`src/rtl/mux_pkg.sv`:
```
`default_nettype none
// ============================================================================
// Module      : mux_pkg
// Description : Shared types and constants for the mux161 scan sequencer.
// Revision    : 1.0 - initial release
// ============================================================================
package mux_pkg;

    localparam int MUX_WIDTH = 16;
    localparam int SEL_WIDTH = 4;

    typedef enum logic [1:0] {
        ST_IDLE = 2'd0,
        ST_SCAN = 2'd1,
        ST_DONE = 2'd2
    } state_t;

    // Next select in scan order; callers never step past the last index.
    function automatic logic [SEL_WIDTH-1:0] next_sel(
        input logic [SEL_WIDTH-1:0] cur,
        input logic                 msb_first
    );
        return msb_first ? cur - 1'b1 : cur + 1'b1;
    endfunction

endpackage
`default_nettype wire

```
`src/rtl/scan_divider.sv`:
```
`default_nettype none
// ============================================================================
// Module      : scan_divider
// Description : Hold counter for each select value; tc marks the last hold cycle.
// Revision    : 1.0 - initial release
// ============================================================================
module scan_divider #(
    parameter int DIV = 1
) (
    input  logic clk,
    input  logic rst,
    input  logic en,
    input  logic clr,
    output logic tc
);

    localparam logic [7:0] c_TERM = 8'(DIV - 1);

    logic [7:0] r_cnt;
    logic       w_tc;

    assign w_tc = en && (r_cnt == c_TERM);
    assign tc   = w_tc;

    always_ff @(posedge clk) begin
        if (rst || clr) begin
            r_cnt <= 8'd0;
        end else if (en) begin
            r_cnt <= w_tc ? 8'd0 : r_cnt + 8'd1;
        end
    end

endmodule
`default_nettype wire

```
`src/rtl/mux_scan_ctrl.sv`:
```
`default_nettype none
// ============================================================================
// Module      : mux_scan_ctrl
// Description : Captures a word and steps the mux161 select across all bits.
// Revision    : 1.0 - initial release
// ============================================================================
module mux_scan_ctrl
    import mux_pkg::*;
#(
    parameter int DIV       = 1,
    parameter bit MSB_FIRST = 1'b0
) (
    input  logic                 clk,
    input  logic                 rst,
    input  logic                 start,
    input  logic [MUX_WIDTH-1:0] din,
    output logic [MUX_WIDTH-1:0] i_out,
    output logic [SEL_WIDTH-1:0] sel,
    output logic                 busy,
    output logic                 strobe,
    output logic                 done
);

    localparam logic [SEL_WIDTH-1:0] c_FIRST_SEL = MSB_FIRST ? 4'd15 : 4'd0;

    state_t               r_state;
    logic [3:0]           r_bit_cnt;
    logic [SEL_WIDTH-1:0] r_sel;
    logic [MUX_WIDTH-1:0] r_i_out;
    logic                 r_busy;
    logic                 r_done;
    logic                 w_scan;
    logic                 w_strobe;

    assign w_scan = (r_state == ST_SCAN);

    // Counter is held clear outside SCAN so every scan starts from zero.
    scan_divider #(
        .DIV (DIV)
    ) u_div (
        .clk (clk),
        .rst (rst),
        .en  (w_scan),
        .clr (!w_scan),
        .tc  (w_strobe)
    );

    always_ff @(posedge clk) begin
        if (rst) begin
            r_state   <= ST_IDLE;
            r_bit_cnt <= 4'd0;
            r_sel     <= '0;
            r_i_out   <= '0;
            r_busy    <= 1'b0;
            r_done    <= 1'b0;
        end else begin
            case (r_state)
                ST_SCAN: begin
                    if (w_strobe) begin
                        if (r_bit_cnt != 4'd15) begin
                            r_bit_cnt <= r_bit_cnt + 4'd1;
                            r_sel     <= next_sel(r_sel, MSB_FIRST);
                        end else begin
                            r_state <= ST_DONE;
                            r_busy  <= 1'b0;
                            r_done  <= 1'b1;
                        end
                    end
                end
                ST_IDLE, ST_DONE: begin
                    r_done <= 1'b0;
                    if (start) begin
                        r_state   <= ST_SCAN;
                        r_i_out   <= din;
                        r_sel     <= c_FIRST_SEL;
                        r_bit_cnt <= 4'd0;
                        r_busy    <= 1'b1;
                    end else begin
                        r_state <= ST_IDLE;
                    end
                end
                default: begin
                    r_state <= ST_IDLE;
                    r_busy  <= 1'b0;
                    r_done  <= 1'b0;
                end
            endcase
        end
    end

    assign i_out  = r_i_out;
    assign sel    = r_sel;
    assign busy   = r_busy;
    assign strobe = w_strobe;
    assign done   = r_done;

endmodule
`default_nettype wire

```
`config.mk`:
```
export PLATFORM = sky130hd
export DESIGN_NAME = mux_scan_ctrl
export DESIGN_NICKNAME = d
export VERILOG_FILES = /design/src/rtl/mux_pkg.sv /design/src/rtl/scan_divider.sv /design/src/rtl/mux_scan_ctrl.sv
export SDC_FILE = /design/constraint.sdc
export NUM_CORES = 1
export LEC_CHECK = 0
export ABC_CLOCK_PERIOD_IN_PS = 6150
export BUFFER_PORTS_ARGS = -buffer_cell sky130_fd_sc_hd__clkbuf_2
export CORE_MARGIN = 10
export CORE_UTILIZATION = 30
export CTS_CLUSTER_DIAMETER = 100
export DETAILED_ROUTE_END_ITERATION = 8
export PLACE_DENSITY = 0.48
export SETUP_SLACK_MARGIN = 0.05
export SYNTH_ARGS = -nofsm -noshare
export SYNTH_HDL_FRONTEND = slang
export SYNTH_HIERARCHICAL = 1
export SYNTH_SLANG_ARGS = --single-unit
```
`constraint.sdc`:
```
create_clock -name clk -period 6.15 [get_ports clk]
set_clock_uncertainty 0.15 [all_clocks]
set_input_delay 1.23 -clock clk [delete_from_list [all_inputs] [get_ports clk]]
set_output_delay 1.23 -clock clk [all_outputs]
set_load 0.005 [all_outputs]
```
==> metrics.txt <==
outcome complete, no violations; Synth Warn # 6; FF-to-FF Start r_state[0]; post-synth top area share 0.454; final hold vios 0; Syn Nets 201; Critical path origin r_state[0]; WP data arrival approximately 2.4 ns; placed cell count 280; mux contribution to synthesized area 0.0189; Slew HR 0.464; worst slew pin tran roughly 0.8 ns; WL/cell between 10 and 15 µm; Synth Cell Area 1590 µm²; number of synthesized flops with an enable pin 0; Pre-Repair DR Iteration Count 4; Slowest Stage Delay on Critical Path 0.55 ns; Syn Area/Cell 8.93 µm²; crit-path cells nand2b_2, inv_2, or4b_4, nor2_1, clkbuf_2; post-CTS setup buffers 0; Max Cap Violations 0; H-tree depth 2; PD cells 265 nW/µm²; drt drc 0; total gr overflow 0; routed vias about 1300; simple-gate share of the synthesized area 0.251; Bufs on Longest Clock Path 2; slowest CP cell nor2_1; Hold WS between 0.3 and 0.4 ns; iteration-0 DRC count of the detailed router between 60 and 70; Tot Pwr roughly 0.52 mW; P&R area growth vs syn 23.3%; share of layout cells above drive strength 1 0.294; fill cell count 528; commonest register cell after synthesis dfxtp_1; crit-path max FO 11; largest net degree at the start of global routing 26; Hold Crit Class reg2reg; final worst slack between 2 and 2.5 ns; Final ANT Viol Nets 0; Worst R2R End busy; CP startpoint kind register; insertion delay to the later sink of the worst-skew pair ~0.28 ns; Post-CTS Hold Fix Bufs 0; RSZ-0062 raised after global routing false; Total GRT Usage 0.0896; top post-synthesis cells by area dfxtp_1 45%, nand2_1 9.2%, a21oi_1 5.7%; Setup TNS 0 ns; Inserted Clock Buffers 5; Post-DP Area ~1800 µm²; sequential share of the synthesized area 0.454; xor and xnor area share after synthesis 0.0165; WL final 3660 µm; WS Path Type reg2out; fin. max-slew vios 0; area of the multi-input gates 801 µm²; Worst VDD drop ~0.00011 V; WP data required about 4.8 ns; post-synthesis compound-gate area fraction 0.186; Post-Synth Adder-Cell Area 0.0315; FF+latch count, synth 36; pre-CTS setup slack approximately 2.6 ns; Die Footprint 8610 µm²; CTS tree built; Die W between 90 and 100 µm; async set or reset register ratio after synthesis 0; post-CTS resize count 0; Cell variety after synth between 40 and 50; detailed-placement wirelength estimate 2780 µm; cell taking the most area after synthesis dfxtp_1; average via count per standard cell approximately 4.5; Util after Layout 0.384; final non-filler cell area about 2000 µm²; Initial Util 0.311; largest family of logic cells by synthesized area simple AND/OR/NAND/NOR gates; Die H approximately 90 µm; leak pwr approximately 0.80 nW; # rows 26; antenna cells 0; sequential cell area between 700 and 800 µm²; vias in the first global route 1322; Reg2Reg Depth 7; Final Setup Violations 0; Core Region slightly above 5000 µm²; critical path endpoint strobe; # nets final 240; final worst-path cycle share 0.620; root buf cell clkbuf_8; GPL Wtd Cong roughly 0.77; antenna violations before repair 0; cells after synthesis about 180; Peak Freq roughly 260 MHz; Finished Layout Cells around 290; R2R setup slack ~3.5 ns; minimum clock period after layout around 3.8 ns; crit end category output port; buffers added on ports slightly above 40; Clock Sinks 36; first-pass GRT wire length approximately 6500 µm; Ports 42; Reg clk slew, reported paths ~0.070 ns
-- cell families after synthesis --
kind of cell | after synthesis
simple gates | 76
compound gates | 42
flops | 36
buf+inv | 14
fa+ha+maj | 4
xor+xnor | 3
mux | 3
-- routing by layer --
metal,track usage,vias to the layer above,part of all wire
met1,0.106,575,0.46
met3,0.0404,6,0.070
li1,-,699,-
met5,0,-,0
met4,0.0308,0,0.013
met2,0.141,26,0.46
-- state kept, by name (all words and copies together) (netlist names) --
| signal | flops |
|---|---|
| u_div/r_cnt | 8 |
| busy | 1 |
| r_bit_cnt | 4 |
| done | 1 |
| i_out | 16 |
| r_state | 2 |
| sel | 4 |
-- Yosys cell counts, drive strengths merged (2+ instances only) --
cell type  instances
buf                5
o211ai             2
nand2             39
mux2i              3
dfxtp             36
ha                 4
a21boi             3
inv                5
o21ai              3
a21oi             19
or3                2
nor3               2
nand2b             7
xor2               3
nand4              5
o21a               2
nor2b              2
a31oi              8
nand3              3
and3               2
nor2               7
or4b               2
clkbuf             4
-- worst min path at each step --
stage / from / end / slack (ns) / cells past startpoint
finish: i_out[13] / i_out[13] / 0.30 / 2
global route: i_out[10] / i_out[10] / 0.33 / 2
CTS: i_out[1] / i_out[1] / 0.31 / 2
detailed placement: i_out[1] / i_out[1] / 0.30 / 2
global placement: i_out[10] / i_out[10] / 0.30 / 2
floorplan: i_out[0] / i_out[0] / 0.30 / 2
-- final cells by class --
type | instances | area share
clock buffers | 7 | 0.0492
clock inverters | 1 | 0.0153
inverters | 5 | 0.00958
multi-input cells | 128 | 0.409
flip-flops and latches | 36 | 0.368
well taps | 70 | 0.0447
repair buffers | 41 | 0.105
-- power by group --
part,leakage (nW),switching (mW),internal [mW],total [mW]
clock network,0.0645,0.0826,0.143,0.226
logic,0.440,0.0275,0.0200,0.0475
registers,0.293,0.00574,0.241,0.247
total,0.797,0.116,0.404,0.520
-- critical path, delay by kind of cell, from the launching register on --
kind          cells  cell delay [ns]
flops             1             0.54
buf+inv           2             0.42
simple gates      3             1.19
-- cell usage in the layout, fill, tap and decap left out, types with 2 or more instances in the layout --
| cell type | netlist | routed |
|---|---|---|
| nand2_1 | 39 | 39 |
| o21ai_0 | 2 | 2 |
| nand2b_1 | 6 | 6 |
| o211ai_1 | 2 | 2 |
| ha_1 | 4 | 4 |
| a31oi_2 | 3 | 3 |
| nor2_1 | 7 | 7 |
| nor3_1 | 2 | 2 |
| dfxtp_1 | 36 | 36 |
| and3_1 | 2 | 2 |
| or3_1 | 2 | 2 |
| nand3_1 | 2 | 2 |
| inv_1 | 4 | 4 |
| a31oi_1 | 5 | 5 |
| clkbuf_2 | 0 | 41 |
| a21oi_1 | 18 | 18 |
| mux2i_1 | 3 | 3 |
| nand4_1 | 4 | 4 |
| o21a_1 | 2 | 2 |
| a21boi_0 | 3 | 3 |
| clkbuf_8 | 0 | 7 |
| xor2_1 | 3 | 3 |
No activity file was read; power rests on OpenSTA's default activity.
